File: config.mk
export PLATFORM = sky130hd
export DESIGN_NAME = pc_counter
export DESIGN_NICKNAME = d
export VERILOG_FILES = /design/src/rtl/pc_counter.sv
export SDC_FILE = /design/constraint.sdc
export NUM_CORES = 1
export LEC_CHECK = 0
export ABC_AREA = 0
export CAP_MARGIN = 20
export CORE_AREA = 2 2 39 41
export CTS_BUF_LIST = sky130_fd_sc_hd__clkbuf_8
export CTS_CLUSTER_DIAMETER = 30
export DETAILED_ROUTE_END_ITERATION = 8
export DIE_AREA = 0 0 41 43
export PLACE_DENSITY = 0.55
export SYNTH_ARGS = -nofsm -noshare
export SYNTH_HDL_FRONTEND = slang
export SYNTH_SLANG_ARGS = --single-unit
File: constraint.sdc
create_clock -name clk -period 1.25 [get_ports clk]
set_input_delay 0.1875 -clock clk [delete_from_list [all_inputs] [get_ports clk]]
set_output_delay 0.1875 -clock clk [all_outputs]
set_load 0.005 [all_outputs]
File: src/rtl/pc_counter.sv
// Program-counter register: advances by STEP every rising edge, and a synchronous
// reset loads RESET_VALUE. The output comes straight from the register.
module pc_counter #(
  parameter int unsigned WIDTH       = 8,
  parameter int unsigned STEP        = 1,
  parameter int unsigned RESET_VALUE = 0
) (
  input  logic             clk,
  input  logic             rst,
  output logic [WIDTH-1:0] out
);

  // Truncate the constants once so the carry out of the MSB drops naturally.
  localparam logic [WIDTH-1:0] STEP_W  = WIDTH'(STEP);
  localparam logic [WIDTH-1:0] RESET_W = WIDTH'(RESET_VALUE);

  logic [WIDTH-1:0] pc_q;
  logic [WIDTH-1:0] pc_d;

  always_comb begin
    pc_d = pc_q + STEP_W;
  end

  always_ff @(posedge clk) begin
    if (rst) begin
      pc_q <= RESET_W;
    end else begin
      pc_q <= pc_d;
    end
  end

  assign out = pc_q;

endmodule

==> results_dict.tcl <==
set metrics [dict create \
    status "completed" \
    cts_tree "built" \
    drtIter0Drc 5 \
    reg2reg_depth 4 \
    clkSlewWorstSetupHoldPaths_ns 0.04 \
    crit_start "out[4]" \
    cp_num_cells 1 \
    synth.avg_cell_area_sq_um 9.21 \
    io_pins 10 \
    setup_viol 0 \
    drt_wl_total_um 615 \
    seqPwrFrac 0.446 \
    overflow 0 \
    antenna_found_initial 0 \
    endpoint "out[4]" \
    cp_max_fo 2 \
    hpwlAfterDp_um 422 \
    hold_viol 0 \
    core_area_sq_um 1380 \
    drv_cap 0 \
    synth_edf_count 0 \
    post_synth_num_cell_types 15 \
    wire_per_inst_um 9.61 \
    period_share 0.974 \
    cp_slowest_cell "clkdlybuf4s50_1" \
    dr_total_vias 276 \
    hold_depth 2 \
    syn-num-nets 36 \
    ant_nets 0 \
    area_growth_pct 63.4 \
    netSwitchingPower_uw 118 \
    grt_first_pass_wirelength_um 1040 \
    worstMarginPinSlew_ns 0.288 \
    peakVddDrop_mv 0.774 \
    cp-end-kind "primary output" \
    place.gp.congestion 0.635 \
    fp.dieArea_sq_um 1760 \
    nets 53 \
    cts_made_buffers 3 \
    crit_buf_inv 1 \
    grt_max_degree 9 \
    p_int_uw 497 \
    utilization 0.359 \
    yosysSeqAreaShare 0.527 \
    finalCriticalPeriod_ns 1.22 \
    antenna_cells 0 \
    final_common_cell "dlygate4sd2_1" \
    cp.arrival_ns 1.03 \
    slew_headroom 0.808 \
    cp-start-kind "flip-flop" \
    fin_worst_skew_ns 0.00318 \
    drtPass1Iterations 3 \
    layout_common_cells "dlygate4sd2_1, dfxtp_2, nor2_1, buf_4" \
    path_cells "clkdlybuf4s50_1" \
    largest_reg_flops 8 \
    powerDensity_nw_per_um2 1240 \
    viasPerCell 4.31 \
    synth_seq_cells 8 \
    regToRegSetupSlack_ns 0.11 \
    p_leak_nw 0.208 \
    grt_pass1_vias 266 \
    die_x_um 41 \
    synth_area_sq_um 304 \
    insertion_delay_ns 0.23 \
    root_buffer "clkbuf_8" \
    reg2reg_from "out[0]" \
    die_y_um 43 \
    clockPowerShare 0.490 \
    critical-path-top-delay-family "buffers and inverters" \
    ctsHoldBuffers 0 \
    async_flop_share 0 \
    htree_levels 1 \
    drive_gt1_frac 0.333 \
    grt_usage 0.0986 \
    clock.fmax_ghz 0.822 \
    io_buffers 9 \
    hp-class "flip-flop to flip-flop" \
    timing.rr.end "out[6]" \
    rsz0062_at_grt "false" \
    clockBufferDepth 2 \
    critical_path_class "flip-flop to primary output" \
    initial_core_util 0.220 \
    finalSetupTns_ns 0 \
    crit_path_max_incr_delay_ns 0.49 \
    cp.required_ns 1.06 \
    swShare 0.192 \
    synth_flop_cell "dfxtp_1" \
    drc_errors 0 \
    synthCells 33 \
    comb_power_share 0.064 \
    drv_slew 0 \
    cts.sinks 8 \
    ys_warn_count 0 \
    fp-row-count 14 \
]
[cell families (layout without fill, tap and decap cells)]
group                      Yosys count  after routing  share of synthesized area
and+or+nand+nor                     13             13                      0.222
DFF                                  8              8                      0.527
adders and majority gates            1              1                     0.0411
xor gates and xnor gates             3              3                     0.0864
buffers and inverters                2             17                     0.0247
AOI/OAI and AO/OA                    6              6                     0.0987
[power by group through the flow]
stage	sequential, mW	clock (mW)	combinational (mW)
floorplan	0.277	0	0.0141
global placement	0.276	0	0.0441
detailed placement	0.276	0	0.0428
CTS	0.272	0.317	0.0382
global route	0.276	0.332	0.0476
finish	0.275	0.302	0.0394
[metrics by stage]
stage / total power, mW / hold WS (ns) / setup WS, ns / cells / area (sq um)
final: 0.616 / 0.487 / 0.0329 / 64 / 497
after detailed placement: 0.319 / 0.491 / 0.0530 / 60 / 433
after floorplan: 0.292 / 0.451 / 0.0338 / 33 / 304
after CTS: 0.627 / 0.495 / 0.0198 / 64 / 484
after global placement: 0.320 / 0.470 / 0.0671 / 60 / 433
after global routing: 0.655 / 0.520 / 0.00158 / 64 / 497
[final cells by class]
type | instances | area [sq um]
clock buffers | 3 | 41.3
fillers | 153 | 887
inverters | 1 | 3.75
multi-input cells | 23 | 149
flip-flops and latches | 8 | 171
well taps | 16 | 20.0
repair buffers | 13 | 111
[per-layer routing]
metal  global-route usage  wire length, um  part of all wire  vias up
li1                     -                -                 -      143
met1                0.104              277              0.45      122
met2                0.122              271              0.44        9
met3               0.0785               54             0.088        2
met4               0.0800               12             0.020        0
met5                    0                0                 0        -
[cells in the mapped netlist (2+ instances only)]
cell     number  area [sq um]
a21oi_1       3          15.0
dfxtp_1       8           160
nand3_1       2          10.0
nor2_1        4          15.0
o21ai_0       3          15.0
or3_1         3          18.8
xnor2_1       2          17.5
[worst min path at each step]
stage / slack (ns) / end / startpoint
2_1_floorplan: 0.45 / out[0] / out[0]
3_3_place_gp: 0.47 / out[7] / out[7]
3_5_place_dp: 0.49 / out[7] / out[7]
4_1_cts: 0.49 / out[7] / out[7]
5_1_grt: 0.52 / out[5] / out[5]
6_report: 0.49 / out[7] / out[7]
[timing repair]
item,4_1_cts,5_1_grt
setup buffers,1,0
resized for setup,15,2
setup endpoints to repair,8,1
No activity file was read; power rests on OpenSTA's default activity.
